===== config.mk =====
export PLATFORM = sky130hd
export DESIGN_NAME = ram_burst_reader
export DESIGN_NICKNAME = d
export VERILOG_FILES = /design/src/rtl/ram_burst_reader.sv
export SDC_FILE = /design/constraint.sdc
export NUM_CORES = 1
export LEC_CHECK = 0
export BUFFER_PORTS_ARGS = -buffer_cell sky130_fd_sc_hd__buf_2
export CAP_MARGIN = 0
export CORE_ASPECT_RATIO = 2
export CORE_MARGIN = 8
export CORE_UTILIZATION = 30
export CTS_CLUSTER_SIZE = 30
export DETAILED_ROUTE_END_ITERATION = 7
export PLACE_DENSITY = 0.49
export SYNTH_ARGS = -nofsm -noshare
export SYNTH_HDL_FRONTEND = slang
export SYNTH_SLANG_ARGS = --single-unit

===== constraint.sdc =====
create_clock -name clk_in -period 3.9 [get_ports clk_in]
set_clock_uncertainty 0.1 [all_clocks]
set_input_delay 0.39 -clock clk_in [delete_from_list [all_inputs] [get_ports clk_in]]
set_output_delay 0.39 -clock clk_in [all_outputs]
set_load 0.02 [all_outputs]

===== src/rtl/ram_burst_reader.sv =====
// ram_burst_reader: turns (address, length) burst commands into a stream of
// RAM rows. Reads are issued against a one-cycle-latency RAM port and land in
// a 2-entry output buffer; a credit check on issue keeps that buffer from
// overflowing while still sustaining one row per cycle under full throughput.
//
// state   | meaning
// --------+---------------------------------------------------------------
// S_IDLE  | waiting for a command; cmdReady_out high (outside reset)
// S_BURST | issuing one read per cycle while credit allows
module ram_burst_reader #(
  parameter int ADDR_NBITS = 5,
  parameter int SPAN_NBITS = 8
) (
  input  logic                      clk_in,
  input  logic                      reset_in,
  input  logic [ADDR_NBITS-1:0]     cmdAddr_in,
  input  logic [ADDR_NBITS-1:0]     cmdLen_in,
  input  logic                      cmdValid_in,
  output logic                      cmdReady_out,
  output logic [ADDR_NBITS-1:0]     rdAddr_out,
  input  logic [SPAN_NBITS*8-1:0]   rdData_in,
  output logic [SPAN_NBITS*8-1:0]   rspData_out,
  output logic                      rspLast_out,
  output logic                      rspValid_out,
  input  logic                      rspReady_in
);

  localparam int DATA_NBITS = SPAN_NBITS * 8;

  typedef enum logic {
    S_IDLE  = 1'b0,
    S_BURST = 1'b1
  } state_t;

  state_t state;
  state_t state_nxt;

  // Burst bookkeeping
  logic [ADDR_NBITS-1:0] addr_cnt;
  logic [ADDR_NBITS-1:0] remain;
  logic [ADDR_NBITS-1:0] rd_addr_q;

  // A read issued last cycle; its data is on rdData_in this cycle
  logic in_flight;
  logic in_flight_last;

  // Two-entry output buffer
  logic [DATA_NBITS-1:0] buf_data [2];
  logic [1:0]            buf_last;
  logic                  wr_ptr;
  logic                  rd_ptr;
  logic [1:0]            occ;

  // Handshake / control strobes
  logic       cmd_accept;
  logic       issue;
  logic       issue_last;
  logic       push;
  logic       pop;
  logic [2:0] credit_used;
  logic [2:0] credit_limit;

  // Output buffer head and handshakes; outputs are forced quiet during reset
  assign rspValid_out = (occ != 2'd0) && !reset_in;
  assign rspData_out  = buf_data[rd_ptr];
  assign rspLast_out  = rspValid_out && buf_last[rd_ptr];
  assign cmdReady_out = (state == S_IDLE) && !reset_in;

  assign pop  = rspValid_out && rspReady_in;
  assign push = in_flight;

  // A read may be issued when (inFlight + occupancy - pop) < 2; the pop is
  // moved to the right-hand side to keep the arithmetic unsigned.
  assign credit_used  = {2'b00, in_flight} + {1'b0, occ};
  assign credit_limit = 3'd2 + {2'b00, pop};

  // The address goes to the RAM in the issue cycle itself, otherwise the
  // last issued address is held so the port never floats.
  assign rdAddr_out = issue ? addr_cnt : rd_addr_q;

  // Next-state logic and per-cycle strobes
  always_comb begin
    state_nxt  = state;
    cmd_accept = 1'b0;
    issue      = 1'b0;
    issue_last = 1'b0;
    case (state)
      S_IDLE: begin
        if (cmdValid_in && !reset_in) begin
          cmd_accept = 1'b1;
          state_nxt  = S_BURST;
        end
      end
      S_BURST: begin
        if (!reset_in && (credit_used < credit_limit)) begin
          issue = 1'b1;
          if (remain == '0) begin
            issue_last = 1'b1;
            state_nxt  = S_IDLE;
          end
        end
      end
      default: state_nxt = S_IDLE;
    endcase
  end

  // State register
  always_ff @(posedge clk_in) begin
    if (reset_in) begin
      state <= S_IDLE;
    end else begin
      state <= state_nxt;
    end
  end

  // Address counter, remaining count, held read address and in-flight tag
  always_ff @(posedge clk_in) begin
    if (reset_in) begin
      addr_cnt       <= '0;
      remain         <= '0;
      rd_addr_q      <= '0;
      in_flight      <= 1'b0;
      in_flight_last <= 1'b0;
    end else begin
      in_flight      <= issue;
      in_flight_last <= issue_last;
      if (cmd_accept) begin
        addr_cnt <= cmdAddr_in;
        remain   <= cmdLen_in;
      end else if (issue) begin
        rd_addr_q <= addr_cnt;
        addr_cnt  <= addr_cnt + ADDR_NBITS'(1);
        if (remain != '0) begin
          remain <= remain - ADDR_NBITS'(1);
        end
      end
    end
  end

  // Buffer pointers and occupancy; push and pop together leave occupancy alone
  always_ff @(posedge clk_in) begin
    if (reset_in) begin
      wr_ptr <= 1'b0;
      rd_ptr <= 1'b0;
      occ    <= 2'd0;
    end else begin
      if (push) begin
        wr_ptr <= ~wr_ptr;
      end
      if (pop) begin
        rd_ptr <= ~rd_ptr;
      end
      case ({push, pop})
        2'b10:   occ <= occ + 2'd1;
        2'b01:   occ <= occ - 2'd1;
        default: occ <= occ;
      endcase
    end
  end

  // Buffer storage; contents are meaningless while occupancy is zero
  always_ff @(posedge clk_in) begin
    if (push) begin
      buf_data[wr_ptr] <= rdData_in;
      buf_last[wr_ptr] <= in_flight_last;
    end
  end

endmodule


; ---- Word level (Yosys, flattened, before mapping)
; Memories as Yosys holds them, arrays and structs flattened. A register that Yosys moved wholly into a read port is not among the register bits.
; Index checks and enable logic that the tools add are counted.
[op_classes]
n_addsub = 6
mul = 0
div = 0
order_cmp = 4
eq_ne = 2
n_shift = 0
n_mux = 24
bitwise = 4
reduce_logical = 16
[ops]
columns = cell, count
row1 = $mux 5, 6
row2 = $mux 1, 14
row3 = $reduce_bool 2->1, 4
row4 = $logic_and 1x1->1, 7
row5 = $add 5x1->5 const B, 1
row6 = $logic_not 5->1, 1
row7 = $reduce_bool 5->1, 1
row8 = $sub 5x1->5 const B, 1
row9 = $lt 1x2->1 const B, 2
row10 = $not 1->1, 4
row11 = $pmux 2 s2, 1
row12 = $add 1x2->3, 1
row13 = $add 2x1->3 const A, 1
row14 = $lt 3x3->1, 1
row15 = $reduce_or 3->1, 1
row16 = $add 2x1->2 const B, 1
row17 = $bwmux 2, 1
row18 = $eq 2x1->1 const B, 1
row19 = $eq 2x2->1 const B, 1
row20 = $pmux 1 s2, 1
row21 = $reduce_and 2->1, 1
row22 = $sub 2x1->2 const B, 1
row23 = $demux 1 s1, 1
row24 = $ge 1x1->1 const B, 1
row25 = $logic_not 1->1, 1
[word_totals]
reg_bits = 24
latch_bits = 0
mem_bits_rw = 128
romBits = 0
input_bits = 78
output_inout_bits = 72
elab_cells = 67
memories = 1
[mem_list]
columns = memory, words, word_bits, rd, rd_clocked_by_memory_dff, wr, line_no
row1 = buf_data, 2, 64, 1, 1, 1, 48  ; logic [DATA_NBITS-1:0] buf_data [2];

; ---- Depth between registers and ports, before layout
; Gate-level depths: netlist of the first run.
[logic_depth]
depth_word = 10
depth_mapped = 7

; ---- Worst setup path after synthesis of the first run
; OpenSTA, ideal clock, no wires.
[synth_path]
path_kind = reg-to-reg
from = register in_flight
to = memory buf_data[0][0] (netlist bit) (enable)
arrival_ns = 3.151
t_required_ns = 3.311
slack_ns = 0.160
path_stages_with_launch = 3
period_less_slack_ns = 3.740
cell_sequence = dfxtp_1 inv_1 nor2_1
[synth_via]
elab_chain_len = 2
[synth_rtl]
columns = element, line_no
row1 = "start, declared", 44  ; logic in_flight;
row2 = "start signal, assigned", 125  ; in_flight <= issue;
row3 = $mux 1, 163  ; if (push) begin
row4 = $mux 1 (not written as such), 164  ; buf_data[wr_ptr] <= rdData_in;
row5 = "end, declared", 48
; No other way between the ends.

; ---- Worst setup path after layout of the first run
[layout_path]
from = register occ[0]
to = output rdAddr_out[4]
[layout_via]
elab_chain_len = 9
[layout_rtl]
columns = element, line_no
row1 = "start, declared", 52  ; logic [1:0] occ;
row2 = "start signal, assigned", 154  ; 2'b10: occ <= occ + 2'd1;
row3 = "start signal, assigned", 155  ; 2'b01: occ <= occ - 2'd1;
row4 = $reduce_bool 2->1, 64  ; assign rspValid_out = (occ != 2'd0) && !reset_in;
row5 = $logic_and 1x1->1, 64
row6 = $logic_and 1x1->1, 69  ; assign pop = rspValid_out && rspReady_in;
row7 = $add 2x1->3, 75  ; assign credit_limit = 3'd2 + {2'b00, pop};
row8 = $lt 3x3->1 *, 95  ; if (!reset_in && (credit_used < credit_limit)) begin
row9 = $logic_and 1x1->1 *, 95
row10 = $mux 1 *, 95
row11 = $mux 1 *, 87  ; case (state)
row12 = $mux 5 *, --
row13 = "end, declared", 20  ; output logic [ADDR_NBITS-1:0] rdAddr_out,
; Every way passes the cells marked *; elsewhere a longest branch is shown, timed or not.

==> flow_metrics.py, run 1 <==
metrics = {
    "run": {
        "drv_cap": 0,
    },
    "clock_tree": {
        "clock_sinks": 153,
        "cts_buffers": 17,
        "post_cts_resized": 0,
        "htree_levels": 4,
        "clkTransAtPathRegs_ns": 0.06,
        "ctsLongestPathBuffers": 2,
        "holdBufCountCts": 0,
        "cts_tree": "done",
        "postCtsSetupBuffers": 0,
        "cts_root_buf": "clkbuf_16",
        "clk_latency_ns": 0.41,
    },
    "worst_hold_path": {
        "hold_path.class": "input port to flop",
        "hold_depth": 1,
    },
    "worst_setup_path": {
        "critPathTopFamily": "simple AND/OR/NAND/NOR gates",
        "arrival_ns": 2.21,
        "cp.required_ns": 3.41,
        "endpoint": "rdAddr_out[4]",
        "path_cells": "ha_1, ha_1, nor3b_4, nand3_1, nand2_1, buf_2",
        "crit_path_end_kind": "primary output",
        "cp_slowest_stage_delay_ns": 0.46,
        "path_buf_inv": 1,
        "path_depth": 6,
        "r2r_end": "remain[3]$_SDFFE_PP0P_",
        "cpMaxStageDelayCell": "nor3b_4",
        "crit_start": "occ[0]$_SDFFE_PP0P_",
        "ff2ff_setup_slack_ns": 1.45,
        "r2r_start": "occ[0]$_SDFFE_PP0P_",
        "cp_max_fo": 12,
        "cp_common_cell": "ha_1",
        "criticalPathCategory": "flop to primary output",
        "r2r_cells": 6,
        "cp-start-kind": "flop",
    },
    "logic_synthesis": {
        "synth_compound_area_share_pct": 3.72,
        "synth.distinct_cells": 41,
        "dominantRegCellSynth": "edfxtp_1",
        "synth_xor_xnor_area_share_pct": 0.599,
        "synthCells": 344,
        "synth-simple-area-share_pct": 6.03,
        "synth_nets": 427,
        "ys_warn_count": 0,
        "synth_top_family_by_area": "multiplexers",
        "ys_seq_area_share_pct": 74.6,
        "syn-cell-area_um2": 5850,
        "yosys_register_bits": 153,
        "synth_edf_count": 130,
        "async_flop_share_pct": 0,
        "synthAdderAreaFrac_pct": 1.07,
        "muxShareOfSynthArea_pct": 12.5,
        "syn_area_per_cell_um2": 17.0,
    },
    "detailed_routing": {
        "top_layer_used": "met5",
        "ant_nets": 0,
        "finalWirelength_mm": 14.1,
        "met1_length_mm": 4.61,
        "drc_errors": 0,
        "wl_met3_um": 812,
        "vias_per_cell": 4.52,
        "drtIter0Drc": 97,
        "routedWlPerCell_um": 18.1,
        "met2_length_mm": 8.30,
        "dr.pass1.iters": 7,
        "vias": 3506,
    },
    "layout": {
        "layout_commonest_cell": "buf_2",
        "area_delta_synth_final_pct": 28.6,
        "fill_cells": 1884,
        "fin_nets": 585,
        "drive_gt1_share_pct": 50.3,
        "fin_util_pct": 39.0,
        "layout_common_cells": "buf_2 (149), edfxtp_1 (130), mux2_2 (64)",
    },
    "global_routing": {
        "grt_start_max_net_pins": 63,
        "grt.overflow.total": 0,
        "grt_pass1_vias": 3907,
        "grt_usage_pct": 11.7,
        "antenna_found_initial": 3,
        "grt_pass1_wl_mm": 21.0,
    },
    "floorplan": {
        "rows": 72,
        "core-area_um2": 19300,
        "die-width_um": 115,
        "ioPinCount": 150,
        "dieArea_um2": 24500,
        "start_util_pct": 30.3,
        "die_height_um": 213,
    },
    "sta": {
        "tightest_slew_ns": 0.861,
        "period_share_pct": 69.2,
        "finalSetupTns_ns": 0,
        "hold_viol": 0,
        "rsz0062_at_grt": "false",
        "fmax_mhz": 371,
        "maxSlewHeadroom_pct": 42.6,
        "report.final.slew_viol_count": 0,
        "period_needed_ns": 2.70,
        "final-setup-viol-count": 0,
    },
    "pwr": {
        "max-vdd-ir-drop_mv": 0.246,
        "p_total_uw": 3920,
        "p_leak_uw": 0.00280,
        "power_density_nw_per_um2": 521,
    },
    "outcome": {
        "status": "finished clean",
    },
    "placed_design": {
        "gp_congestion": 0.751,
        "dp_hpwl_mm": 9.91,
        "portBuffers": 149,
    },
}
[through the flow]
stage | hold WS (ns) | instance area, µm² | std cells | setup slack (ns)
2_1_floorplan | 0.304 | 5850 | 344 | 0.160
3_3_place_gp | 0.312 | 6910 | 742 | 1.54
3_5_place_dp | 0.322 | 6910 | 742 | 1.46
4_1_cts | 0.0339 | 7520 | 774 | 1.18
5_1_grt | 0.0416 | 7520 | 774 | 1.02
6_report | 0.0639 | 7520 | 775 | 1.20
[Yosys cell counts, drive strengths merged, types with 2 or more instances]
cell	number	area (µm²)
a2111oi	3	32.5
o21ai	10	50.1
clkbuf	9	33.8
or3	4	25.0
and2	4	25.0
nor2	23	88.8
nor3b	3	38.8
mux2	64	721
inv	5	18.8
nand4	3	18.8
nand2	11	41.3
nand3	8	40.0
buf	6	33.8
nor3	3	15.0
ha	5	62.6
a311oi	5	43.8
edfxtp	130	3900
xnor2	3	26.3
dfxtp	23	460
a21oi	6	30.0
nand2b	2	12.5
[layout make-up]
type / count / area (µm²) / area share [%]
clock buffers: 25 / 563 / 7.48
clock inverters: 7 / 46.3 / 0.615
multi-input cells: 171 / 1410 / 18.7
well taps: 259 / 324 / 4.31
inverters: 5 / 18.8 / 0.249
diodes: 1 / 2.50 / 0.0333
flip-flops and latches: 153 / 4370 / 58.0
repair buffers: 154 / 796 / 10.6
[cells by family after synthesis]
family          after synthesis
compound gates               30
xor+xnor                      4
fa+ha+maj                     5
buf+inv                      20
flops                       153
mux                          65
simple gates                 67
[sequential cells by signal (all words and copies together) (netlist names), named ones only]
register,flops
remain,5
wr_ptr,1
in_flight,1
state,1
rd_ptr,1
buf_last,2
buf_data,128
addr_cnt,5
in_flight_last,1
occ,2
rd_addr_q,5
[power by group]
group          internal (µW)  switching [µW]  leakage (µW)
combinational            159             245       0.00112
sequential              1850            28.4       0.00137
clock                   1010             634      0.000310
total                   3020             907       0.00280
[worst min-delay path by stage]
stage                         startpoint                         to  slack, ns
2_1_floorplan  in_flight_last$_SDFF_PP0_      buf_last[0]$_DFFE_PP_       0.30
3_3_place_gp   in_flight_last$_SDFF_PP0_      buf_last[1]$_DFFE_PP_       0.31
3_5_place_dp   in_flight_last$_SDFF_PP0_      buf_last[1]$_DFFE_PP_       0.32
4_1_cts                    rdData_in[20]  buf_data[0][20]$_DFFE_PP_       0.03
5_1_grt                    rdData_in[18]  buf_data[0][18]$_DFFE_PP_       0.04
6_report                   rdData_in[20]  buf_data[0][20]$_DFFE_PP_       0.06
[worst register-to-register path, stage by stage (launching register included)]
cell and delay (ns):
dfxtp_1 0.36, ha_1 0.21, ha_1 0.24, nor3b_4 0.46, nand2_1 0.19, or4_1 0.51
a311oi_1 0.27
[routing by layer]
metal  global-route usage (%)  vias up
met2                     22.9      110
met3                     3.72       24
met5                        0        -
met1                     10.2     1723
li1                         -     1643
met4                     6.07        6
No activity file was read; power rests on OpenSTA's default activity.
==> run 2: changes to the inputs <==
Clock period 3.9 ns to 2.3 ns, I/O delays scaled along.
==> flow_metrics.py, run 2 (same netlist as run 1, synthesis figures left out) <==
metrics = {
    "worst_hold_path": {
        "hold_path.class": "input port to flop",
    },
    "global_routing": {
        "grt_usage_pct": 12.5,
        "grt.overflow.total": 0,
        "antenna_found_initial": 1,
        "grt_pass1_wl_mm": 22.8,
        "grt_pass1_vias": 4268,
        "grt_start_max_net_pins": 65,
    },
    "clock_tree": {
        "cts_buffers": 17,
        "cts_tree": "done",
        "cts_root_buf": "clkbuf_16",
        "ctsLongestPathBuffers": 2,
        "clock_sinks": 153,
        "clkTransAtPathRegs_ns": 0.07,
        "clk_latency_ns": 0.41,
        "htree_levels": 4,
    },
    "sta": {
        "tightest_slew_ns": 0.634,
        "period_share_pct": 96.8,
        "maxSlewHeadroom_pct": 57.5,
        "final-setup-viol-count": 0,
        "whs_ns": 0.0325,
        "fmax_mhz": 449,
        "hold_viol": 0,
        "report.final.slew_viol_count": 0,
        "period_needed_ns": 2.23,
    },
    "detailed_routing": {
        "finalWirelength_mm": 15.0,
        "dr.pass1.iters": 4,
        "drtIter0Drc": 154,
        "drc_errors": 0,
        "vias_per_cell": 4.46,
        "vias": 3835,
        "routedWlPerCell_um": 17.4,
        "ant_nets": 0,
    },
    "worst_setup_path": {
        "crit_path_end_kind": "primary output",
        "arrival_ns": 1.90,
        "critPathTopFamily": "compound AO/OA/AOI/OAI gates",
        "path_buf_inv": 1,
        "cpMaxStageDelayCell": "dfxtp_4",
        "cp.required_ns": 1.97,
        "ff2ff_setup_slack_ns": 0.13,
        "criticalPathCategory": "flop to primary output",
        "cp_max_fo": 6,
        "cp_slowest_stage_delay_ns": 0.37,
        "path_cells": "ha_2, nand2b_4, o21a_4, o21ai_2, nand2_1, buf_4",
        "cp-start-kind": "flop",
    },
    "layout": {
        "drive_gt1_share_pct": 48.1,
        "fin_nets": 669,
        "top_register": "buf_data",
        "layout_common_cells": "buf_2 (144), edfxtp_1 (130), dlygate4sd3_1 (72)",
        "fin_util_pct": 44.0,
        "largest_reg_flops": 128,
        "layout_commonest_cell": "buf_2",
        "area_delta_synth_final_pct": 45.1,
        "final_area_um2": 8490,
    },
    "pwr": {
        "p_leak_uw": 0.00315,
        "p_total_uw": 6840,
        "power_density_nw_per_um2": 807,
        "max-vdd-ir-drop_mv": 0.437,
    },
    "floorplan": {
        "die-width_um": 115,
        "rows": 72,
        "start_util_pct": 30.3,
        "ioPinCount": 150,
        "dieArea_um2": 24500,
        "core-area_um2": 19300,
        "die_height_um": 213,
    },
    "outcome": {
        "status": "finished clean",
    },
    "run": {
        "drv_cap": 0,
    },
    "placed_design": {
        "gp_congestion": 0.818,
        "dp_hpwl_mm": 10.2,
        "place_area_um2": 6970,
        "portBuffers": 149,
    },
}
-- run 2: cell types whose count changed in the layout (fill, tap and decap cells not counted), moves of 5 or more --
cell / delta
buf_2: -5
buf_4: +12
dlygate4sd3_1: +72
nand3_1: -5
o21ai_0: -6
o21ai_2: +5
-- run 2: power by group --
group	total, µW	internal [µW]	switching (µW)
sequential	3190	3140	54.8
combinational	845	389	456
clock	2810	1710	1100
total	6840	5230	1610
-- run 2: path summary, 6_finish.rpt --
kind | startpoint | to | depth (start not counted)
worst max-delay path | occ[0]$_SDFFE_PP0P_ | rdAddr_out[3] | 6
worst min-delay path | cmdValid_in | state$_SDFF_PP0_ | 3
worst max register to register | occ[0]$_SDFFE_PP0P_ | addr_cnt[3]$_SDFFE_PP0P_ | 8
worst min register to register | in_flight_last$_SDFF_PP0_ | buf_last[0]$_DFFE_PP_ | 0
-- run 2: area by class of cell --
type / instances / area, µm²
Timing Repair Buffer: 237 / 1640
Clock buffer: 17 / 425
Inverter: 5 / 18.8
Tap cell: 259 / 324
Clock inverter: 15 / 174
Antenna cell: 1 / 2.50
Fill cell: 1830 / 10800
Sequential cell: 153 / 4370
Multi-Input combinational cell: 172 / 1530
-- run 2: metal layers --
metal | track usage [%] | share of wire, % | wire length [µm]
met1 | 10.7 | 32 | 4860
met4 | 6.52 | 2.5 | 373
met3 | 3.22 | 4.2 | 631
met2 | 25.0 | 61 | 9120
met5 | 0 | 0 | 0
-- run 2: per-stage QoR --
step           setup TNS (ns)  setup WS, ns  instances
5_1_grt              -0.00268      -0.00268        859
3_5_place_dp                0         0.175        747
4_1_cts                     0        0.0131        854
2_1_floorplan               0         0.356        344
6_report                    0        0.0734        859
3_3_place_gp                0         0.269        747
-- run 2: worst min-delay path, stage by stage --
cell and delay [ns]:
buf_2 0.13, nor2_1 0.08, a311oi_1 0.06
-- run 2: what timing repair did --
action / 4_1_cts / 5_1_grt
hold buffers: 72 / 0
resized for setup: 11 / 27
endpoints found under the setup margin: 5 / 6
endpoints found under the hold margin: 138 / 0
pin swaps: 0 / 2
cloned: 0 / 1
setup buffers: 3 / 3
